`src/rtl/control_unwinder_pkg.sv`:
```
// rtl/control_unwinder_pkg.sv - shared frame layout, frame types and unwinder states
package control_unwinder_pkg;

    localparam int CS_WIDTH_DEF = 15;
    localparam int DEPTH_W_DEF  = 5;
    localparam int ADDR_W_DEF   = 8;
    localparam int SP_TAG_W_DEF = 4;

    // Control-stack frame kinds, stored in the two top bits of a frame
    typedef enum logic [1:0] {
        FRAME_BLOCK = 2'b00,
        FRAME_CALL  = 2'b01,
        FRAME_IF    = 2'b10,
        FRAME_LOOP  = 2'b11
    } frame_type_t;

    typedef enum logic [2:0] {
        ST_IDLE   = 3'd0,
        ST_UNWIND = 3'd1,
        ST_TARGET = 3'd2,
        ST_RET    = 3'd3,
        ST_DONE   = 3'd4
    } state_t;

endpackage

```
`src/rtl/control_unwinder_cs_frame_decode.sv`:
```
// rtl/control_unwinder_cs_frame_decode.sv - splits a control-stack frame into its fields
module cs_frame_decode
    import control_unwinder_pkg::*;
#(
    parameter int ADDR_W   = ADDR_W_DEF,
    parameter int SP_TAG_W = SP_TAG_W_DEF,
    parameter int CS_WIDTH = ADDR_W + SP_TAG_W + 3
) (
    input  logic [CS_WIDTH-1:0] frame,
    output frame_type_t         f_type,
    output logic                f_retu,
    output logic [SP_TAG_W-1:0] f_sp_tag,
    output logic [ADDR_W-1:0]   f_addr
);

    // Layout from MSB: type[1:0], retu_num, sp_tag, ret_addr
    assign f_type   = frame_type_t'(frame[CS_WIDTH-1 -: 2]);
    assign f_retu   = frame[CS_WIDTH-3];
    assign f_sp_tag = frame[ADDR_W +: SP_TAG_W];
    assign f_addr   = frame[ADDR_W-1:0];

endmodule

```
`src/rtl/control_unwinder.sv`:
```
// rtl/control_unwinder.sv - executes end / br N / return by popping the control stack
module control_unwinder
    import control_unwinder_pkg::*;
#(
    parameter int CS_WIDTH = CS_WIDTH_DEF,
    parameter int DEPTH_W  = DEPTH_W_DEF,
    parameter int ADDR_W   = ADDR_W_DEF,
    parameter int SP_TAG_W = SP_TAG_W_DEF
) (
    input  logic                clk,
    input  logic                rst,
    input  logic                end_req,
    input  logic                br_req,
    input  logic [DEPTH_W-1:0]  br_depth,
    input  logic                ret_req,
    output logic                busy,
    input  logic [CS_WIDTH-1:0] cs_top_data,
    input  logic                cs_left_one,
    output logic                cs_pop,
    output logic                cs_retu,
    output logic                done,
    output logic                jump_valid,
    output logic [ADDR_W-1:0]   jump_addr,
    output logic                seek_end,
    output logic [SP_TAG_W-1:0] restore_sp_tag,
    output logic                keep_result,
    output logic                err
);

    state_t               state, state_nxt;
    logic [DEPTH_W-1:0]   cnt, cnt_nxt;
    logic                 force_pop, force_pop_nxt;
    logic                 jv_nxt, seek_nxt, keep_nxt, err_nxt;
    logic [ADDR_W-1:0]    addr_nxt;
    logic [SP_TAG_W-1:0]  tag_nxt;

    frame_type_t          f_type;
    logic                 f_retu;
    logic [SP_TAG_W-1:0]  f_sp_tag;
    logic [ADDR_W-1:0]    f_addr;

    cs_frame_decode #(
        .ADDR_W   (ADDR_W),
        .SP_TAG_W (SP_TAG_W),
        .CS_WIDTH (CS_WIDTH)
    ) u_decode (
        .frame    (cs_top_data),
        .f_type   (f_type),
        .f_retu   (f_retu),
        .f_sp_tag (f_sp_tag),
        .f_addr   (f_addr)
    );

    assign busy = (state != ST_IDLE);
    assign done = (state == ST_DONE);

    // State, remaining-depth counter and the registered result fields
    always_ff @(posedge clk or posedge rst) begin
        if (rst) begin
            state          <= ST_IDLE;
            cnt            <= '0;
            force_pop      <= 1'b0;
            jump_valid     <= 1'b0;
            jump_addr      <= '0;
            seek_end       <= 1'b0;
            restore_sp_tag <= '0;
            keep_result    <= 1'b0;
            err            <= 1'b0;
        end else begin
            state          <= state_nxt;
            cnt            <= cnt_nxt;
            force_pop      <= force_pop_nxt;
            jump_valid     <= jv_nxt;
            jump_addr      <= addr_nxt;
            seek_end       <= seek_nxt;
            restore_sp_tag <= tag_nxt;
            keep_result    <= keep_nxt;
            err            <= err_nxt;
        end
    end

    // Next state, pop strobes and result capture from the frame on top of the stack
    always_comb begin
        state_nxt     = state;
        cnt_nxt       = cnt;
        force_pop_nxt = force_pop;
        cs_pop        = 1'b0;
        cs_retu       = 1'b0;
        jv_nxt        = jump_valid;
        addr_nxt      = jump_addr;
        seek_nxt      = seek_end;
        tag_nxt       = restore_sp_tag;
        keep_nxt      = keep_result;
        err_nxt       = err;
        case (state)
            ST_IDLE: begin
                if (ret_req || br_req || end_req) begin
                    // Results of the previous unwind are dropped on accept
                    jv_nxt   = 1'b0;
                    addr_nxt = '0;
                    seek_nxt = 1'b0;
                    tag_nxt  = '0;
                    keep_nxt = 1'b0;
                    err_nxt  = 1'b0;
                    if (ret_req) begin
                        state_nxt = ST_RET;
                    end else if (br_req) begin
                        cnt_nxt       = br_depth;
                        force_pop_nxt = 1'b0;
                        state_nxt     = (br_depth == '0) ? ST_TARGET : ST_UNWIND;
                    end else begin
                        force_pop_nxt = 1'b1;
                        state_nxt     = ST_TARGET;
                    end
                end
            end
            ST_UNWIND: begin
                // A call frame may not be crossed, and the last frame must not be popped early
                if (f_type == FRAME_CALL || (cs_left_one && cnt > DEPTH_W'(1))) begin
                    err_nxt   = 1'b1;
                    jv_nxt    = 1'b0;
                    seek_nxt  = 1'b0;
                    state_nxt = ST_DONE;
                end else begin
                    cs_pop = 1'b1;
                    if (cnt == DEPTH_W'(1)) begin
                        state_nxt = ST_TARGET;
                    end else begin
                        cnt_nxt = cnt - DEPTH_W'(1);
                    end
                end
            end
            ST_TARGET: begin
                tag_nxt   = f_sp_tag;
                keep_nxt  = f_retu;
                state_nxt = ST_DONE;
                if (force_pop) begin
                    cs_pop = 1'b1;
                    if (f_type == FRAME_CALL) begin
                        jv_nxt   = 1'b1;
                        addr_nxt = f_addr;
                    end
                end else begin
                    case (f_type)
                        FRAME_LOOP: begin
                            // Loop label: branch back to the loop start, frame stays live
                            jv_nxt   = 1'b1;
                            addr_nxt = f_addr;
                        end
                        FRAME_CALL: begin
                            cs_pop   = 1'b1;
                            jv_nxt   = 1'b1;
                            addr_nxt = f_addr;
                        end
                        default: begin
                            cs_pop   = 1'b1;
                            seek_nxt = 1'b1;
                        end
                    endcase
                end
            end
            ST_RET: begin
                cs_pop    = 1'b1;
                cs_retu   = 1'b1;
                jv_nxt    = 1'b1;
                addr_nxt  = f_addr;
                tag_nxt   = f_sp_tag;
                keep_nxt  = f_retu;
                state_nxt = ST_DONE;
            end
            ST_DONE: begin
                state_nxt = ST_IDLE;
            end
            default: begin
                state_nxt = ST_IDLE;
            end
        endcase
    end

endmodule
```
`config.mk`:
```
export PLATFORM = sky130hd
export DESIGN_NAME = control_unwinder
export DESIGN_NICKNAME = d
export VERILOG_FILES = /design/src/rtl/control_unwinder_pkg.sv /design/src/rtl/control_unwinder_cs_frame_decode.sv /design/src/rtl/control_unwinder.sv
export SDC_FILE = /design/constraint.sdc
export NUM_CORES = 1
export LEC_CHECK = 0
export ABC_AREA = 1
export CAP_MARGIN = 20
export CORE_MARGIN = 2
export CORE_UTILIZATION = 42
export CTS_CLUSTER_SIZE = 10
export DETAILED_ROUTE_END_ITERATION = 8
export HOLD_SLACK_MARGIN = 0.02
export PLACE_DENSITY = 0.76
export SLEW_MARGIN = 20
export SYNTH_ARGS = -nofsm -noshare
export SYNTH_HDL_FRONTEND = slang
export SYNTH_HIERARCHICAL = 1
export SYNTH_SLANG_ARGS = --single-unit
export TNS_END_PERCENT = 30
```
`constraint.sdc`:
```
create_clock -name clk -period 1.6 [get_ports clk]
set_clock_uncertainty 0.1 [all_clocks]
set_input_delay 0.24 -clock clk [delete_from_list [all_inputs] [get_ports clk]]
set_output_delay 0.24 -clock clk [all_outputs]
set_load 0.005 [all_outputs]
```
==> out/qor.yml, run 1 <==
n_fill_cell: 282
chipHeight_microns: 63.89
syn-mean-instance-area_sq_um: 8.013
port_buffers: 45
antenna_cells: 0
status: "finished with violations"
whs_ns: 0.1594
finalNonFillerCells: 307
cts_tree: "yes"
ys_top_cells_by_count: "53 x nand2_1, 25 x dfrtp_1, 19 x nand3_1, 17 x inv_1, 15 x buf_4"
max_cap_violations: 0
slew_headroom_pct: 78.51
drc: 0
post-route-min-period_ns: 1.807
cts_made_buffers: 3
grt_use_met1_pct: 27.42
r2r-start: "cnt[1]$_DFFE_PP0P_"
clock_sinks: 25
start_util_pct: 44.44
use_met3_pct: 3.345
gp_congestion: 0.8364
drive_gt1_share_pct: 30.27
rsz0062_at_grt: "yes"
endpoint_kind: "output port"
synth_fp_nets: 216
ys_seq_area_share_pct: 41.53
htree_levels: 1
insertion_delay_ns: 0.31
hold_violations: 0
cts-root-buf: "clkbuf_4"
critPathCapture: "cs_pop"
cp-startpoint: "cnt[1]$_DFFE_PP0P_"
slowest_delay_ns: 0.42
placed_cells: 299
ir_drop_uv: 1374
critPathKind: "reg -> out"
syn_to_final_growth_pct: 53.74
io_pins: 46
synth_cell_types: 24
grt_antenna_before_repair: 0
die_area_sq_mm: 0.004082
placed_area_sq_mm: 0.002193
yosysWarnings: 6
grt_pass1_vias: 1488
grt_first_pass_wirelength_microns: 6699
netlist_area_sq_mm: 0.001506
grt_start_max_net_pins: 26
synth_edf_count: 0
place_hpwl_microns: 2821
fin_ws_ns: -0.2073
finalNetCount: 290
clk_path_buf_depth: 2
path_max_fanout: 2
synth_top_cell_by_area: "dfrtp_1"
multiInputGateArea_sq_um: 737.0
r2r_end: "cnt[1]$_DFFE_PP0P_"
arrival_ns: 1.47
synth.most_common_cell: "nand2_1"
die_x_microns: 63.89
async_flop_share_pct: 100.0
ff_latch_area_sq_um: 626.9
overflow: 0
routed_wl_microns: 3789
grt-busiest-layer: "met2"
slowest_stage: "dfrtp_1"
grtUsageTotal_pct: 20.78
power_density_mw_per_mm2: 1819
synth_seq_cells: 25
tightest_slew_ns: 0.3223
synth_top_cell_area_share_pct: 41.53
vias: 1500
clk_pin_slew_ns: 0.13
fp-row-count: 21
hold_class: "in -> async"
crit_chain: "inv_2 -> ha_4 -> inv_2 -> nor2_1 -> nand2_1 -> nand3_2 -> nand3_2 -> nand2_1 -> buf_2"
core_sq_mm: 0.003390
violations: "negative setup slack"
firstDrtPassIters: 4
setup_viol: 8
postRouteAntennaNets: 0
cts_hold_buf: 0
vias_per_cell: 4.886
dr.first_iter.drc_count: 72
fin_area_sq_mm: 0.002316
wire_per_inst_microns: 12.34
final.period_utilization_pct: 113.0
synthCells: 188
worst_setup_path_start_kind: "register"
p_leak_nw: 1.240
worstPathRequired_ns: 1.26
ys_top_cells_by_area: "dfrtp_1 42%, nand2_1 13%, buf_4 7.5%"
finalMaxSlewViolations: 0
ys.flop_type: "dfrtp_1"
max_freq_ghz: 0.5533
met2_usage_pct: 34.24
r2r_slack_ns: -0.09
r2r_cells: 12
## timing repair
item,4_1_cts,5_1_grt
buffers inserted,5,1
setup endpoints to repair,17,23
resized for setup,25,17
pin swaps,4,14
## registers in the layout, indices dropped and copies added, names as in the netlist
signal / flops
seek_end: 1
jump_addr: 8
jump_valid: 1
restore_sp_tag: 4
cnt: 5
force_pop: 1
state: 3
keep_result: 1
err: 1
## critical path: cells and delay by family (launching register included)
family	cells	cell delay (ns)
DFF	1	0.42
buffers and inverters	3	0.22
adders and majority gates	1	0.13
and+or+nand+nor	5	0.38
## worst min path at each step
stage / from / endpoint / slack, ns / cells past startpoint
after floorplan: rst / cnt[0]$_DFFE_PP0P_ / 0.17 / 1
after global placement: err$_DFFE_PP0P_ / err$_DFFE_PP0P_ / 0.36 / 2
after detailed placement: jump_addr[2]$_DFFE_PP0P_ / jump_addr[2]$_DFFE_PP0P_ / 0.37 / 2
after CTS: rst / force_pop$_DFFE_PP0P_ / 0.16 / 3
after global routing: rst / cnt[3]$_DFFE_PP0P_ / 0.16 / 3
final: rst / cnt[1]$_DFFE_PP0P_ / 0.16 / 3
## per-stage QoR
step	util, %	setup WS (ns)	TNS (ns)	total power, W
2_1_floorplan	-	0.07453	0	0.002375
3_3_place_gp	64.71	-0.2740	-1.561	0.003682
3_5_place_dp	64.71	-0.3109	-1.934	0.003751
4_1_cts	67.18	-0.2078	-1.296	0.004149
5_1_grt	68.33	-0.3256	-1.649	0.004600
6_report	68.33	-0.2073	-0.6129	0.004212
## report_power, final
| group | switching (W) | leakage, nW | total (W) | internal, W |
|---|---|---|---|---|
| Combinational | 0.00138 | 0.899 | 0.00283 | 0.00145 |
| Sequential | 0.000183 | 0.326 | 0.00110 | 0.000919 |
| Clock | 0.000182 | 0.0150 | 0.000280 | 0.0000974 |
## cell families after synthesis
group                    count (synthesis)  synth area share (%)
buffers and inverters                   38                 13.54
AO/OA/AOI/OAI                           21                 9.884
AND/OR/NAND/NOR                        102                 33.39
flip-flops                              25                 41.53
adder cells (fa/ha/maj)                  2                 1.661
## final cells by class
type	instances	share of cell area, %
multi-input cells	125	31.82
clock buffers	4	1.135
repair buffers	85	33.71
inverters	22	3.782
flip-flops and latches	25	27.07
well taps	46	2.485
## per-layer routing
layer  vias up  part of all wire (%)
met4         0                   1.5
met2        54                    49
li1        750                     -
met5         -                     0
met3         4                   5.0
met1       692                    44
## layout by cell type, fill, tap and decap left out, types with 2 or more instances in the layout
cell type and count:
a22o_1 5, inv_4 2, nor2_4 4, nor2_1 10
nand3_4 2, buf_2 3, o21ai_0 6, nand2_1 49
buf_12 2, nand2_2 4, dfrtp_1 24, a21oi_1 3
buf_4 35, dlymetal6s2s_1 4, inv_1 13, nand3_1 17
nor2_2 2, inv_2 7, a21oi_2 2, nand3_2 3
buf_6 3, nand4_1 8, clkbuf_4 3, a31oi_1 2
clkdlybuf4s50_1 37
No activity file was read; power rests on OpenSTA's default activity.
==> run 2: changes to the inputs <==
Settings changed: CORE_UTILIZATION 42 to 41, SYNTH_HIERARCHICAL 1 to unset.
==> out/qor.yml, run 2 <==
port_buffers: 45
clock_sinks: 25
p_leak_nw: 1.166
ys.flop_type: "dfrtp_1"
finalMaxSlewViolations: 0
syn_to_final_growth_pct: 72.41
max_freq_ghz: 0.5626
r2r_cells: 10
routed_wl_microns: 3806
mostFrequentLayoutCells: "47 x nand2_1, 41 x clkdlybuf4s50_1, 28 x buf_4"
post-route-min-period_ns: 1.777
grt_first_pass_wirelength_microns: 5975
whs_ns: 0.1575
die_area_sq_mm: 0.003807
async_flop_share_pct: 100.0
postRouteAntennaNets: 0
regMostFlops: "jump_addr"
wire_per_inst_microns: 12.01
antenna_cells: 0
fin_ws_ns: -0.1774
synth_top_cell_by_area: "dfrtp_1"
status: "finished with violations"
place_hpwl_microns: 2694
p_sw_w: 0.001734
netlist_area_sq_mm: 0.001365
cts_tree: "yes"
synth_cell_types: 20
worstPathRequired_ns: 1.26
reg_top3: "jump_addr: 8 flops, cnt: 5 flops, restore_sp_tag: 4 flops"
setup_viol: 7
synth_seq_cells: 25
overflow: 0
synthCells: 186
ir_drop_uv: 1086
pwr-share-clk_pct: 6.7
insertion_delay_ns: 0.31
p_comb_share_pct: 68.0
die_x_microns: 61.70
endpoint_kind: "output port"
final_common_cell: "nand2_1"
grt_start_max_net_pins: 26
yosysWarnings: 0
ys_top_cells_by_count: "56 x nand2_1, 28 x inv_1, 25 x dfrtp_1, 20 x nand3_1, 19 x nor2_1"
start_util_pct: 43.99
hold_violations: 0
drc: 0
grtUsageTotal_pct: 21.02
synth.most_common_cell: "nand2_1"
synth_top_cell_area_share_pct: 45.83
r2r-start: "state[1]$_DFFE_PP0P_"
p_seq_share_pct: 25.3
syn-mean-instance-area_sq_um: 7.339
max_cap_violations: 0
final.period_utilization_pct: 111.1
grt_pass1_vias: 1389
largest_reg_flops: 8
synth_fp_nets: 214
htree_levels: 1
synth_edf_count: 0
netSwitchingFraction_pct: 41.69
hold_class: "in -> async"
r2r_end: "cnt[1]$_DFFE_PP0P_"
drive_gt1_share_pct: 30.77
chipHeight_microns: 61.70
clk_path_buf_depth: 2
io_pins: 46
tightest_slew_ns: 0.3224
firstDrtPassIters: 6
vias_per_cell: 4.751
worst_setup_path_start_kind: "register"
fp-row-count: 20
arrival_ns: 1.44
n_fill_cell: 261
ys_seq_area_share_pct: 45.83
core_sq_mm: 0.003103
dr.first_iter.drc_count: 64
timing.setup.tns_ns: -0.4832
critPathKind: "reg -> out"
finalNetCount: 302
cts-root-buf: "clkbuf_4"
power_density_mw_per_mm2: 1768
r2r_slack_ns: -0.07
violations: "negative setup slack"
ys_top_cells_by_area: "dfrtp_1 46%, nand2_1 15%, inv_1 7.7%"
cts_made_buffers: 3
path_max_fanout: 2
vias: 1506
clk_pin_slew_ns: 0.13
grt_antenna_before_repair: 0
gp_congestion: 0.7502
rsz0062_at_grt: "yes"
slew_headroom_pct: 78.51
p_int_w: 0.002426
==> run 2: changes by cell type in the layout (fill, tap and decap cells not counted), moves of 6 or more <==
cell,previous run,this run
nand4_1,8,0
inv_1,13,25
o21ai_1,1,11
nor2_1,10,16
buf_6,3,10
buf_4,35,28
==> run 2: what timing repair did <==
action / in CTS / in global routing
pin swaps: 8 / 16
buffers inserted: 6 / 6
hold buffers: 0 / 0
resized for setup: 31 / 34
setup endpoints to repair: 18 / 21
==> run 2: per-layer routing <==
| layer | up-vias | share of wire, % | track usage (%) |
|---|---|---|---|
| met5 | - | 0 | 0 |
| met4 | 0 | 0.32 | 4.559 |
| met3 | 2 | 4.7 | 3.106 |
| met2 | 36 | 53 | 36.54 |
| met1 | 707 | 42 | 27.96 |
| li1 | 761 | - | - |
==> run 2: worst max-delay path by stage <==
stage | to | slack, ns | cells after the start | startpoint
finish | cs_pop | -0.18 | 9 | cnt[1]$_DFFE_PP0P_
global placement | cs_pop | -0.25 | 6 | cs_top_data[14]
detailed placement | cs_pop | -0.27 | 6 | cs_top_data[14]
CTS | cs_pop | -0.19 | 9 | cnt[1]$_DFFE_PP0P_
global route | cs_pop | -0.31 | 9 | cnt[1]$_DFFE_PP0P_
floorplan | cnt[2]$_DFFE_PP0P_ | 0.12 | 11 | cnt[1]$_DFFE_PP0P_
==> run 2: cell type report <==
class	count	area (sq um)	area share, %
multi-input cells	129	755.7	32.11
well taps	44	55.05	2.339
repair buffers	83	768.2	32.64
clock buffers	4	26.28	1.116
flip-flops and latches	25	625.6	26.58
inverters	32	122.6	5.210
==> run 2: critical path: stages, from the launching register on <==
cell and delay, ns:
dfrtp_1 0.41, inv_2 0.07, ha_4 0.12, inv_2 0.02, nor2_1 0.08, nand2_1 0.08
nand3_2 0.09, nand3_2 0.08, nand2_2 0.07, buf_6 0.09
==> run 2: per-stage QoR <==
| step | instance area (sq um) | power (W) | util [%] | std cells | setup slack [ns] |
|---|---|---|---|---|---|
| finish | 2354 | 0.004160 | 75.85 | 317 | -0.1774 |
| global route | 2354 | 0.004491 | 75.85 | 317 | -0.3051 |
| CTS | 2211 | 0.003793 | 71.25 | 315 | -0.1867 |
| detailed placement | 2103 | 0.003352 | 67.78 | 306 | -0.2696 |
| global placement | 2103 | 0.003292 | 67.78 | 306 | -0.2499 |
| floorplan | 1365 | 0.002148 | - | 186 | 0.1193 |
==> run 2: power groups by stage <==
stage / clock (W) / sequential, W / combinational (W)
floorplan: 0 / 0.00107 / 0.00108
global placement: 0 / 0.00105 / 0.00224
detailed placement: 0 / 0.00105 / 0.00230
CTS: 0.000280 / 0.00103 / 0.00248
global route: 0.000303 / 0.00108 / 0.00311
finish: 0.000280 / 0.00105 / 0.00283
==> run 2: cell families (layout without fill, tap and decap cells) <==
| kind of cell | count (synthesis) | count (layout) | share of synthesized area (%) |
|---|---|---|---|
| adder cells (fa/ha/maj) | 2 | 2 | 1.833 |
| AND/OR/NAND/NOR | 104 | 104 | 33.36 |
| flip-flops | 25 | 25 | 45.83 |
| AO/OA/AOI/OAI | 23 | 23 | 10.18 |
| buffers and inverters | 32 | 119 | 8.799 |
